## src/rtl/ezm_host_pkg.sv

```systemverilog
// Shared types and widths for the EZM host: FSM states, clock slots, word sizes.
package ezm_host_pkg;

  localparam int WORD_W = 6;
  localparam int ADDR_W = 5;
  localparam int DATA_W = 8;

  localparam logic [WORD_W-1:0] NOP_WORD = 6'b000000;

  typedef enum logic [1:0] {
    ST_IDLE   = 2'd0,
    ST_CPURST = 2'd1,
    ST_RUN    = 2'd2,
    ST_HALT   = 2'd3
  } state_t;

  typedef enum logic [1:0] {
    SL_L0 = 2'd0,
    SL_L1 = 2'd1,
    SL_H0 = 2'd2,
    SL_H1 = 2'd3
  } slot_t;

  function automatic slot_t next_slot(input slot_t s);
    return slot_t'(s + 2'd1);
  endfunction

  // Generated CPU clock level for a given slot: high during H0/H1.
  function automatic logic clk_level(input slot_t s);
    return (s == SL_H0) || (s == SL_H1);
  endfunction

endpackage

```

## src/rtl/ezm_host_prog_mem.sv

```systemverilog
// Program store for the EZM host: synchronous write, combinational read (old word on same-cycle collision).
module ezm_prog_mem
  import ezm_host_pkg::*;
#(
  parameter int MEM_DEPTH = 32
) (
  input  logic              clk,
  input  logic              we,
  input  logic [ADDR_W-1:0] waddr,
  input  logic [WORD_W-1:0] wdata,
  input  logic [ADDR_W-1:0] raddr,
  output logic [WORD_W-1:0] rdata
);

  logic [WORD_W-1:0] mem [MEM_DEPTH];

  always_ff @(posedge clk) begin
    if (we && (int'(waddr) < MEM_DEPTH)) begin
      mem[waddr] <= wdata;
    end
  end

  assign rdata = mem[raddr];

endmodule

```

## src/rtl/ezm_host.sv

```systemverilog
// EZM host: loads a program, clocks and resets an external CPU, and captures its multiplexed acc/pc bus.
// The slot sequencer is four slots per CPU period, so PERIOD is expected to stay at 4.
module ezm_host
  import ezm_host_pkg::*;
#(
  parameter int MEM_DEPTH = 32,
  parameter int PERIOD    = 4
) (
  input  logic              clk,
  input  logic              rst,
  input  logic              prog_we,
  input  logic [ADDR_W-1:0] prog_addr,
  input  logic [WORD_W-1:0] prog_data,
  input  logic [WORD_W-1:0] prog_len,
  input  logic [DATA_W-1:0] step_limit,
  input  logic              start,
  input  logic [DATA_W-1:0] cpu_out_i,
  output logic              cpu_clk_o,
  output logic              cpu_rst_o,
  output logic [WORD_W-1:0] instr_o,
  output logic [DATA_W-1:0] acc_o,
  output logic [DATA_W-1:0] pc_o,
  output logic              acc_valid,
  output logic              pc_valid,
  output logic              busy,
  output logic              halted
);

  localparam int RST_CYCLES = 2 * PERIOD;
  localparam int RC_W       = $clog2(RST_CYCLES);
  localparam logic [RC_W-1:0]   RST_LAST = RC_W'(RST_CYCLES - 1);
  localparam logic [DATA_W:0]   MEM_LIM  = (DATA_W + 1)'(MEM_DEPTH);

  function automatic logic [DATA_W-1:0] sat_inc(input logic [DATA_W-1:0] v);
    return (v == {DATA_W{1'b1}}) ? v : v + DATA_W'(1);
  endfunction

  state_t            state;
  slot_t             slot;
  slot_t             slot_nxt;
  logic              p;
  logic [RC_W-1:0]   rst_cnt;
  logic [DATA_W-1:0] step_cnt;
  logic [DATA_W-1:0] step_nxt;
  logic              range_hit;
  logic              limit_hit;
  logic              mem_we;
  logic [ADDR_W-1:0] mem_raddr;
  logic [WORD_W-1:0] mem_rdata;

  // Memory is only writable while the CPU is parked; in RUN the read port follows the captured pc.
  assign mem_we    = prog_we && ((state == ST_IDLE) || (state == ST_HALT));
  assign mem_raddr = (state == ST_RUN) ? cpu_out_i[ADDR_W-1:0] : '0;

  ezm_prog_mem #(.MEM_DEPTH(MEM_DEPTH)) u_mem (
    .clk   (clk),
    .we    (mem_we),
    .waddr (prog_addr),
    .wdata (prog_data),
    .raddr (mem_raddr),
    .rdata (mem_rdata)
  );

  assign slot_nxt  = next_slot(slot);
  assign step_nxt  = sat_inc(step_cnt);
  assign range_hit = (cpu_out_i >= {{(DATA_W-WORD_W){1'b0}}, prog_len}) ||
                     ({1'b0, cpu_out_i} >= MEM_LIM);
  assign limit_hit = (step_limit != '0) && (step_nxt == step_limit);

  assign busy   = (state == ST_CPURST) || (state == ST_RUN);
  assign halted = (state == ST_HALT);

  always_ff @(posedge clk) begin
    if (rst) begin
      state     <= ST_IDLE;
      slot      <= SL_L0;
      p         <= 1'b0;
      rst_cnt   <= '0;
      step_cnt  <= '0;
      cpu_clk_o <= 1'b0;
      cpu_rst_o <= 1'b1;
      instr_o   <= NOP_WORD;
      acc_o     <= '0;
      pc_o      <= '0;
      acc_valid <= 1'b0;
      pc_valid  <= 1'b0;
    end else begin
      acc_valid <= 1'b0;
      pc_valid  <= 1'b0;
      case (state)
        ST_IDLE, ST_HALT: begin
          cpu_clk_o <= 1'b0;
          cpu_rst_o <= 1'b1;
          slot      <= SL_L0;
          if (start) begin
            state    <= ST_CPURST;
            rst_cnt  <= '0;
            p        <= 1'b0;
            step_cnt <= '0;
            pc_o     <= '0;
            instr_o  <= mem_rdata;
          end
        end
        ST_CPURST: begin
          slot      <= slot_nxt;
          cpu_clk_o <= clk_level(slot_nxt);
          rst_cnt   <= rst_cnt + RC_W'(1);
          if (rst_cnt == RST_LAST) begin
            state     <= ST_RUN;
            cpu_rst_o <= 1'b0;
          end
        end
        ST_RUN: begin
          slot      <= slot_nxt;
          cpu_clk_o <= clk_level(slot_nxt);
          if (slot == SL_L1) begin
            p <= ~p;
          end
          // L0 sits just before the next rising edge: capture the bus and, on pc phases, fetch.
          if (slot == SL_L0) begin
            if (!p) begin
              acc_o     <= cpu_out_i;
              acc_valid <= 1'b1;
            end else begin
              pc_o     <= cpu_out_i;
              pc_valid <= 1'b1;
              step_cnt <= step_nxt;
              instr_o  <= range_hit ? NOP_WORD : mem_rdata;
              if (range_hit || limit_hit) begin
                state     <= ST_HALT;
                cpu_rst_o <= 1'b1;
              end
            end
          end
        end
        default: state <= ST_IDLE;
      endcase
    end
  end

endmodule

```

## config.mk

```make
export PLATFORM = sky130hd
export DESIGN_NAME = ezm_host
export DESIGN_NICKNAME = d
export VERILOG_FILES = /design/src/rtl/ezm_host_pkg.sv /design/src/rtl/ezm_host_prog_mem.sv /design/src/rtl/ezm_host.sv
export SDC_FILE = /design/constraint.sdc
export NUM_CORES = 1
export LEC_CHECK = 0
export BUFFER_PORTS_ARGS = -buffer_cell sky130_fd_sc_hd__buf_2
export CORE_ASPECT_RATIO = 1.75
export CORE_MARGIN = 3
export CORE_UTILIZATION = 30
export CTS_CLUSTER_DIAMETER = 80
export DETAILED_ROUTE_END_ITERATION = 10
export GPL_ROUTABILITY_DRIVEN = 0
export SYNTH_ARGS = -nofsm -noshare
export SYNTH_HDL_FRONTEND = slang
export SYNTH_HIERARCHICAL = 1
export SYNTH_SLANG_ARGS = --single-unit
```

## constraint.sdc

```tcl
create_clock -name clk -period 4.29 [get_ports clk]
set_input_delay 0.858 -clock clk [delete_from_list [all_inputs] [get_ports clk]]
set_output_delay 0.858 -clock clk [all_outputs]
set_load 0.05 [all_outputs]
```

* Word level (Yosys, flattened, before mapping)
Memories as Yosys holds them, arrays and structs flattened.
Index checks and enable logic that the tools add are counted.
** Word-level totals
- Register bits after elaboration :: 42
- Memory bits (writable) :: 192
- Input port bits :: 37
- Memories kept :: 1
** Memory list
- u_mem.mem :: depth 32, bits a word 6, read ports 1, clocked after Yosys merged registers in 0, write ports 1, RTL line ezm_host_prog_mem.sv:15 : logic [WORD_W-1:0] mem [MEM_DEPTH];
** Operators by class
- $add $sub $neg :: 3
- Order comparisons :: 2
- Equal/unequal tests :: 15
- Multiplexer cells :: 36
- Bitwise gates (word level) :: 3
- Reduce and logical (&&, ||, !) cells :: 21
** Operator list (count)
- 2-to-1 mux 8 bit :: 6
- one-hot mux 8 bit (2 select lines) :: 2
- 2-to-1 mux 6 bit :: 4
- one-hot mux 6 bit (2 select lines) :: 1
- 2-to-1 mux 1 bit :: 10
- 2-to-1 mux 2 bit :: 5
- adder 8 x 1 -> 8 bit (second input constant) :: 1
- == test 2 bit (second input constant) :: 4
- == test 8 bit :: 1
- == test 8 bit (second input constant) :: 1
- >= comparator 8 x 6 -> 1 bit :: 1
- >= comparator 8 x 6 -> 1 bit (second input constant) :: 1
- inequality test 2 x 1 -> 1 bit (second input constant) :: 4
- AND reduction 4 bit :: 2
- nonzero test 8 bit :: 1
- one-hot mux 2 bit (3 select lines) :: 1
- one-hot mux 3 bit (2 select lines) :: 1
- AND reduction 3 bit :: 2
- logical OR 1 bit :: 5
- 2-to-1 mux 5 bit :: 1
- AND reduction 5 bit :: 1
- == test 2 x 1 -> 1 bit (second input constant) :: 2
- logical NOT 2 bit :: 2
- inequality test 2 bit (second input constant) :: 2
- other kinds (13) :: 19

* Depth between registers and ports, before layout
Gate-level depths: netlist of the first run.
- Depth after elaboration :: 9
- Depth in mapped cells :: 11
- Gate-level depth less buffers :: 9

* Cells and area by module
Netlist of the first run, hierarchy kept.
** Modules (own cells, without submodules)
- ezm_prog_mem :: instances 1, cells each 317, area each 7469.7 µm², seq. area each 5765.5 µm²
- ezm_host :: instances 1, cells each 284, area each 2294.7 µm², seq. area each 840.8 µm²

* Worst setup path after synthesis of the first run
Ideal clock, no wire load.
- Path type :: input -> register
- Start :: in cpu_out_i[2]
- End :: reg instr_o[0]
- Setup time :: 0.132 ns
- Arrival :: 2.870 ns
- Data required time :: 4.158 ns
- Slack :: 1.288 ns
- Stages on the path :: 8
- Path buffers :: 2
- Path through :: and2_1 > clkbuf_1 > clkbuf_1 > mux4_2 > mux4_2 > mux2_2 > nand3_1 > a21oi_1
** On the way
- Word-level cells in the longest chain between the ends :: 6
- Elaborated cells between the ends (all ways) :: 10
- Classes of those cells :: 2 x order compare; 6 x mux; 1 x reduce/logical; 1 x memory
** RTL lines
- from (decl) :: RTL line ezm_host.sv:17 : input logic [DATA_W-1:0] cpu_out_i,
- 2-to-1 mux 5 bit (*) :: RTL line ezm_host.sv:53 : assign mem_raddr = (state == ST_RUN) ? cpu_out_i[ADDR_W-1:0] : '0;
- memory (32 x 6 bit) (*)
- net mem_rdata[0] :: RTL line ezm_host.sv:49 : logic [WORD_W-1:0] mem_rdata;
- 2-to-1 mux 6 bit :: RTL line ezm_host.sv:128 : instr_o <= range_hit ? NOP_WORD : mem_rdata;
- 2-to-1 mux 6 bit :: RTL line ezm_host.sv:121 : if (!p) begin
- 2-to-1 mux 6 bit :: RTL line ezm_host.sv:120 : if (slot == SL_L0) begin
- one-hot mux 6 bit (2 select lines) (*) :: RTL line ezm_host.sv:90 : case (state)
- to (signal assigned) :: RTL line ezm_host.sv:101 : instr_o <= mem_rdata;
- to (signal assigned) :: RTL line ezm_host.sv:128
- to (decl) :: RTL line ezm_host.sv:20 : output logic [WORD_W-1:0] instr_o,
Mark *: on every way through the listed nets, which the timed path passes. The rest lies on a longest branch. The select of a mux whose other input is x is not followed.
A chain may end at the register's enable or synchronous reset.

* Worst setup path after layout of the first run
- Start :: reg state[0]
- End :: reg instr_o[3]
** On the way
- Word-level cells in the longest chain between the ends :: 7
- Elaborated cells between the ends (all ways) :: 16
- Classes of those cells :: 5 x eq/ne; 6 x mux; 4 x reduce/logical; 1 x memory
** RTL lines
- from (decl) :: RTL line ezm_host.sv:38 : state_t state;
- from (signal assigned) :: RTL line ezm_host.sv:75 : state <= ST_IDLE;
- from (signal assigned) :: RTL line ezm_host.sv:96 : state <= ST_CPURST;
- from (signal assigned) :: RTL line ezm_host.sv:109 : state <= ST_RUN;
- == test 2 bit (*) :: RTL line ezm_host.sv:53
- 2-to-1 mux 5 bit (*) :: RTL line ezm_host.sv:53
- net mem_raddr[0] :: RTL line ezm_host.sv:48 : logic [ADDR_W-1:0] mem_raddr;
- memory (32 x 6 bit) (*)
- net mem_rdata[3] :: RTL line ezm_host.sv:49
- 2-to-1 mux 6 bit :: RTL line ezm_host.sv:128
- 2-to-1 mux 6 bit :: RTL line ezm_host.sv:121
- 2-to-1 mux 6 bit :: RTL line ezm_host.sv:120
- one-hot mux 6 bit (2 select lines) (*) :: RTL line ezm_host.sv:90
Marked as above.

==> reports/summary.txt, run 1 <==
# rows -> 86
Area Overhead vs Synth -> 16.1%
Crit Reg-Reg Startpoint -> state[0]$_SDFFE_PP0P_
Post-CTS Resized -> 0
Root Buffer -> clkbuf_16
CP max stage cell -> mux4_2
post-route ant nets -> 0
initial antenna violation count -> 0
CTS Buf Count -> 24
Worst setup EP type -> flip-flop
final setup fails -> 0
post-CTS setup buffers -> 0
hold_buf cts -> 0
WL final -> 22500 um
FF+latch area -> 6610 sq um
WL/cell -> 20.8 um
die width -> 142 um
DRT iter0 DRCs -> 351
max_slew headroom -> 0.434
DRC viols -> 0
via count -> 5431
synthesized area -> 9760 sq um
hpwl dp -> 15700 um
die area -> 34800 sq um
Main synth FF type -> edfxtp_1
asr flop ratio synth -> 0
die height -> 245 um
Ys Warns -> 6
total congestion overflow -> 0
number of vias per cell -> 5.02
# nets final -> 720
CP Launch Type -> flip-flop
largest cells by area after synthesis -> edfxtp_1, mux4_2, dfxtp_1
Port Buf Inserts -> 64
TritonRoute pass-1 iters -> 4
Initial Util -> 0.308
core area -> 31700 sq um
Worst Path Arrival -> 3.48 ns
total clock sinks -> 234
Pins Over Slew Limit -> 0
CP Launch Point -> state[0]$_SDFFE_PP0P_
Crit path largest cell delay -> 0.57 ns
Fill cells -> 2950
multi-input combinational cell area -> 2920 sq um
layout cell share with drive strength beyond 1 -> 0.278
commonest cells in the netlist -> edfxtp_1, mux4_2, nor2_1
final worst path period share -> 0.728
Setup TNS Final -> 0 ns
number of flops mapped to enable cells by yosys -> 192
first-pass GRT wire length -> 34300 um
largest vdd supply drop -> 276 uV
post-synth top area share -> 0.590
register area share after synthesis -> 0.677
CTS tree -> done
cell taking the most area after synthesis -> edfxtp_1
synthesis-stage register bit count -> 234
n_diodes -> 0
Leak Pwr -> 3.72 nW
post-synthesis cell type count -> 53
H-Tree Depth -> 1
hold_ws -> 0.450 ns
Final Critical Period -> 3.12 ns
Syn Nets -> 653
vias in the first global route -> 5758
Worst-Skew Late Latency -> 0.51 ns
Pwr Density -> 528 nW/um^2
Fmax -> 320 MHz
overall routing resource usage -> 0.129
io pins -> 65
Max-Cap Viols -> 0
Avg Cell Area, Syn -> 16.2 sq um
worst endpoint required time -> 4.65 ns
largest net degree at the start of global routing -> 50
RSZ-0062 raised after global routing -> no
worst min path class -> flip-flop to flip-flop
clock buffer depth -> 3
cell mode on critical path -> mux4_2
Worst-Margin Slew -> 0.849 ns
most instantiated library cell after synthesis -> edfxtp_1
Synth Instances -> 601
critical path class -> flip-flop to flip-flop
Post-Layout Cell Count -> 1082
final core occ -> 0.357
worst hold path startpoint -> acc_o[6]$_SDFFE_PP0P_
clk slew on worst S/H paths -> 0.06 ns
cells along the critical path -> inv_1 -> ha_1 -> and2_4 -> buf_4 -> mux4_2 -> mux4_2 -> mux2_2 -> nand3_1 -> a21oi_1
Worst Skew -> 0.00790 ns
Final Hold Viols -> 0
critical path peak fanout -> 14
status -> finished, final reports clean
placed cells -> 1038
total power -> 5.98 mW
==> cell usage in the layout, fill, tap and decap left out, types with 15 or more instances in the layout <==
cell and n:
nand3_1 15, nand2_1 44, mux4_2 60, clkbuf_16 25
nor2_1 57, edfxtp_1 192, a21oi_1 35, inv_1 15
ha_1 15, dfxtp_1 42, buf_2 64
==> power by group <==
group / internal (mW) / switching (mW)
Combinational: 0.390 / 0.759
Sequential: 2.55 / 0.0610
Clock: 1.37 / 0.844
==> cell type report <==
class,instances,share of cell area
multi-input combinational,322,0.258
clock buffer,28,0.0562
inverter,15,0.00497
sequential,234,0.583
timing repair buffer,71,0.0351
clock inverter,16,0.0192
tap,396,0.0437
==> flip-flops by register name, indices dropped and copies added, names as in the netlist <==
signal	cells
cpu_rst_o	1
u_mem/mem	192
rst_cnt	3
pc_valid	1
p	1
step_cnt	8
instr_o	6
acc_o	8
pc_o	8
cpu_clk_o	1
state	2
slot	2
acc_valid	1
==> stage by stage <==
step           setup slack, ns  instance area, sq um
2_1_floorplan             1.29                  9760
3_3_place_gp             0.940                 10500
3_5_place_dp             0.941                 10500
4_1_cts                   1.09                 11300
5_1_grt                   1.03                 11300
6_report                  1.17                 11300
==> critical path: cells and delay by family (launching register included) <==
kind	cells	cell delay (ns)
muxes	3	1.39
DFF	1	0.34
AOI/OAI and AO/OA	1	0.07
adders and majority gates	1	0.28
and+or+nand+nor	2	0.43
buffers and inverters	2	0.45
==> final timing paths <==
| check | endpoint | slack [ns] | depth (start not counted) |
|---|---|---|---|
| max | instr_o[3]$_SDFFE_PP0P_ | 1.17 | 9 |
| min | acc_o[6]$_SDFFE_PP0P_ | 0.45 | 2 |
| max reg2reg | instr_o[3]$_SDFFE_PP0P_ | 1.17 | 9 |
| min reg2reg | acc_o[6]$_SDFFE_PP0P_ | 0.45 | 2 |
==> kinds of logic (layout without fill, tap and decap cells) <==
group | Yosys count | count (layout) | share of synthesized area
and+or+nand+nor | 162 | 162 | 0.0803
muxes | 73 | 73 | 0.153
xor gates and xnor gates | 5 | 5 | 0.00449
buffers and inverters | 45 | 130 | 0.0245
adders and majority gates | 15 | 15 | 0.0192
AOI/OAI and AO/OA | 67 | 67 | 0.0423
DFF | 234 | 234 | 0.677
==> metal layers <==
| metal | track usage | part of all wire | vias up |
|---|---|---|---|
| met3 | 0.0140 | 0.041 | 34 |
| met2 | 0.254 | 0.57 | 150 |
| li1 | - | - | 2473 |
| met4 | 0.0372 | 0.027 | 0 |
| met5 | 0 | 0 | - |
| met1 | 0.142 | 0.36 | 2774 |
(Power assumes the default switching activity.)
==> inputs of run 2 (changes only) <==
Clock period 4.29 ns to 3.1 ns, I/O delays scaled along.
==> reports/summary.txt, run 2 (synthesis results as in run 1) <==
most common cell after layout, fill and taps aside -> edfxtp_1
Setup TNS Final -> 0 ns
H-Tree Depth -> 1
largest vdd supply drop -> 315 uV
clk slew on worst S/H paths -> 0.06 ns
Fmax -> 367 MHz
Final Hold Viols -> 0
hold_buf cts -> 0
Root Buffer -> clkbuf_16
initial antenna violation count -> 1
core area -> 31700 sq um
die area -> 34800 sq um
hpwl dp -> 16200 um
die height -> 245 um
CP max stage cell -> mux4_2
WL/cell -> 20.3 um
worst endpoint required time -> 3.49 ns
Final Critical Period -> 2.73 ns
CP Launch Type -> flip-flop
max_slew headroom -> 0.547
total clock sinks -> 234
CP top delay family -> multiplexers
cell mode on critical path -> mux4_2
clock buffer depth -> 3
Area Overhead vs Synth -> 17.8%
Worst-Margin Slew -> 0.674 ns
Pins Over Slew Limit -> 0
crit path buf inv count -> 3
Largest Register -> u_mem/mem
largest net degree at the start of global routing -> 33
Port Buf Inserts -> 64
post-CTS setup buffers -> 0
status -> finished, final reports clean
# nets final -> 756
DRC viols -> 0
die width -> 142 um
Worst-Skew Late Latency -> 0.51 ns
cells along the critical path -> inv_1 -> ha_1 -> buf_4 -> and2_2 -> buf_12 -> mux4_2 -> mux4_2 -> mux2_2 -> nand3_1 -> a21oi_1
first-pass GRT wire length -> 35000 um
Post-CTS Resized -> 0
total congestion overflow -> 0
final setup fails -> 0
critical path class -> flip-flop to flip-flop
Worst Skew -> 0.00544 ns
post-route ant nets -> 0
FF+latch area -> 6610 sq um
Initial Util -> 0.308
Pwr Density -> 694 nW/um^2
TritonRoute pass-1 iters -> 4
layout cell share with drive strength beyond 1 -> 0.306
Leak Pwr -> 3.84 nW
most frequent cells in the layout -> edfxtp_1, buf_2, mux4_2
WL final -> 22700 um
final worst path period share -> 0.879
Largest register FFs -> 192
# rows -> 86
CTS Buf Count -> 23
io pins -> 65
via count -> 5514
setup ws final -> 0.374 ns
multi-input combinational cell area -> 2920 sq um
Max-Cap Viols -> 0
pre-CTS setup slack -> 0.289 ns
RSZ-0062 raised after global routing -> no
DRT iter0 DRCs -> 305
Worst setup EP type -> flip-flop
CTS tree -> done
number of vias per cell -> 4.94
worst min path class -> primary input to flip-flop
Fill cells -> 2993
Worst Path Arrival -> 3.11 ns
vias in the first global route -> 5780
critical path peak fanout -> 23
Crit path largest cell delay -> 0.53 ns
overall routing resource usage -> 0.130
run 2: changes by cell type in the layout (fill, tap and decap cells not counted), sizes merged:
cell      delta
buf         +37
bufinv       -3
clkbuf       -1
clkinvlp     +2
diode        +1
inv          -1
run 2: layout make-up:
type,count,share of cell area
sequential,234,0.574
multi-input combinational,322,0.254
timing repair buffer,108,0.0609
clock buffer,27,0.0513
tap,396,0.0431
clock inverter,14,0.0112
inverter,15,0.00489
antenna,1,0.000218
run 2: path summary, 6_finish.rpt:
| kind | end | cells after the start | slack (ns) | start |
|---|---|---|---|---|
| worst min-delay path | acc_o[7]$_SDFFE_PP0P_ | 3 | 0.37 | cpu_out_i[7] |
| worst max register to register | instr_o[1]$_SDFFE_PP0P_ | 10 | 0.37 | state[0]$_SDFFE_PP0P_ |
| worst max-delay path | instr_o[1]$_SDFFE_PP0P_ | 10 | 0.37 | state[0]$_SDFFE_PP0P_ |
| worst min register to register | slot[0]$_SDFF_PP0_ | 1 | 0.45 | slot[0]$_SDFF_PP0_ |
run 2: power breakdown:
part	internal [mW]	total (mW)	leakage, nW	switching [mW]
Clock	1.54	2.70	0.343	1.16
Sequential	3.53	3.62	2.07	0.0830
Combinational	0.588	1.67	1.43	1.08
Total	5.66	7.99	3.84	2.33
run 2: per-layer routing:
layer	GRT usage	wire, um	vias up
met5	0	0	-
met4	0.0403	438	0
met2	0.256	13200	130
li1	-	-	2543
met1	0.143	8210	2811
met3	0.0162	893	30
run 2: worst register-to-register path: cells and delay by family, from the launching register on:
family	cells	cell delay [ns]
flip-flops	1	0.39
AO/OA/AOI/OAI	1	0.08
AND/OR/NAND/NOR	2	0.31
buffers and inverters	3	0.43
multiplexers	3	1.16
adder cells (fa/ha/maj)	1	0.24
run 2: per-stage QoR:
| step | cell area (sq um) | hold slack [ns] | cells | util | total power, mW |
|---|---|---|---|---|---|
| after CTS | 11500 | 0.361 | 1116 | 0.362 | 8.07 |
| after detailed placement | 10800 | 0.443 | 1075 | 0.340 | 5.38 |
| after floorplan | 9760 | 0.417 | 601 | - | 4.79 |
| final | 11500 | 0.374 | 1117 | 0.362 | 7.99 |
| after global placement | 10800 | 0.435 | 1075 | 0.340 | 5.36 |
| after global routing | 11500 | 0.380 | 1117 | 0.362 | 8.34 |
==> inputs of run 3 (changes only) <==
Settings changed: RECOVER_POWER from default to 100.
==> reports/summary.txt, run 3 (synthesis results as in run 1) <==
critical path class -> flip-flop to flip-flop
# rows -> 86
WL/cell -> 20.4 um
largest net degree at the start of global routing -> 33
most frequent cells in the layout -> edfxtp_1, clkbuf_1, mux4_2
Worst-Skew Late Latency -> 0.51 ns
status -> finished with violations
total congestion overflow -> 0
total power -> 7.94 mW
hpwl dp -> 16200 um
final setup fails -> 0
post-CTS setup buffers -> 0
total clock sinks -> 234
Initial Util -> 0.308
Hold Path Stages -> 3
CTS tree -> done
Final Hold Viols -> 0
Largest Register -> u_mem/mem
vias in the first global route -> 5780
DRT iter0 DRCs -> 258
Largest register FFs -> 192
Area Overhead vs Synth -> 16.2%
Fmax -> 367 MHz
Post-CTS Resized -> 0
io pins -> 65
Fill cells -> 3033
Reg2Reg Depth -> 9
clk slew on worst S/H paths -> 0.06 ns
die width -> 142 um
number of vias per cell -> 4.91
largest vdd supply drop -> 314 uV
CP Launch Type -> flip-flop
Port Buf Inserts -> 64
CTS Buf Count -> 23
layout cell share with drive strength beyond 1 -> 0.217
cell mode on critical path -> mux4_2
die area -> 34800 sq um
initial antenna violation count -> 1
RSZ-0062 raised after global routing -> no
worst min path class -> primary input to flip-flop
CP max stage cell -> mux4_2
Pwr Density -> 700 nW/um^2
Leak Pwr -> 3.59 nW
Setup TNS Final -> 0 ns
most common cell after layout, fill and taps aside -> edfxtp_1
worst endpoint required time -> 3.49 ns
final worst path period share -> 0.880
cells along the critical path -> inv_1 -> ha_1 -> and2_4 -> buf_12 -> mux4_2 -> mux4_2 -> mux2_2 -> nand3_1 -> a21oi_1
first-pass GRT wire length -> 35000 um
Worst Path Arrival -> 3.12 ns
failing checks -> capacitance limit, slew limit
# nets final -> 756
H-Tree Depth -> 1
critical path peak fanout -> 20
final core occ -> 0.357
Max-Cap Viols -> 1
Worst setup EP type -> flip-flop
clock buffer depth -> 3
Worst-Margin Slew -> 1.54 ns
TritonRoute pass-1 iters -> 4
WL final -> 22800 um
DRC viols -> 0
max_slew headroom -> -0.0291
die height -> 245 um
Pins Over Slew Limit -> 33
core area -> 31700 sq um
Crit path largest cell delay -> 0.56 ns
Final Critical Period -> 2.73 ns
post-route ant nets -> 0
Worst Skew -> 0.00567 ns
hold_buf cts -> 0
via count -> 5487
Root Buffer -> clkbuf_16
overall routing resource usage -> 0.130
run 3: cell types whose count changed in the layout (fill, tap and decap cells not counted), sizes merged:
| cell | delta |
|---|---|
| buf | -64 |
| clkbuf | +64 |
run 3: layout make-up:
class                   instances  area, sq um  share of cell area
clock buffers                  27          591              0.0520
well taps                     396          495              0.0437
inverters                      15         56.3             0.00496
repair buffers                108          547              0.0482
diodes                          1         2.50            0.000221
clock inverters                14          129              0.0114
multi-input cells             322         2920               0.257
flip-flops and latches        234         6610               0.582
run 3: critical path: cells and delay by family, from the launching register on:
| family | cells | cell delay [ns] |
|---|---|---|
| compound gates | 1 | 0.07 |
| simple gates | 2 | 0.28 |
| flops | 1 | 0.34 |
| buf+inv | 2 | 0.30 |
| fa+ha+maj | 1 | 0.21 |
| mux | 3 | 1.38 |
run 3: worst paths after layout:
check	from	endpoint	slack (ns)
worst max-delay path	state[0]$_SDFFE_PP0P_	instr_o[3]$_SDFFE_PP0P_	0.37
worst min-delay path	cpu_out_i[7]	acc_o[7]$_SDFFE_PP0P_	0.37
worst min register to register	slot[0]$_SDFF_PP0_	slot[0]$_SDFF_PP0_	0.45
worst max register to register	state[0]$_SDFFE_PP0P_	instr_o[3]$_SDFFE_PP0P_	0.37
run 3: routing by layer:
metal | global-route usage | routed length (um)
met1 | 0.143 | 8290
met5 | 0 | 0
met3 | 0.0162 | 873
met2 | 0.256 | 13200
met4 | 0.0403 | 436
run 3: metrics by stage:
stage | worst slack [ns] | area (sq um) | cells | hold slack [ns]
2_1_floorplan | 0.139 | 9760 | 601 | 0.417
3_3_place_gp | 0.281 | 10800 | 1075 | 0.435
3_5_place_dp | 0.289 | 10800 | 1075 | 0.443
4_1_cts | 0.365 | 11500 | 1116 | 0.361
5_1_grt | 0.141 | 11300 | 1117 | 0.380
6_report | 0.373 | 11300 | 1117 | 0.374
run 3: power breakdown:
group | internal [mW] | switching [mW] | total, mW
Combinational | 0.540 | 1.08 | 1.62
Sequential | 3.54 | 0.0849 | 3.62
Clock | 1.54 | 1.16 | 2.70
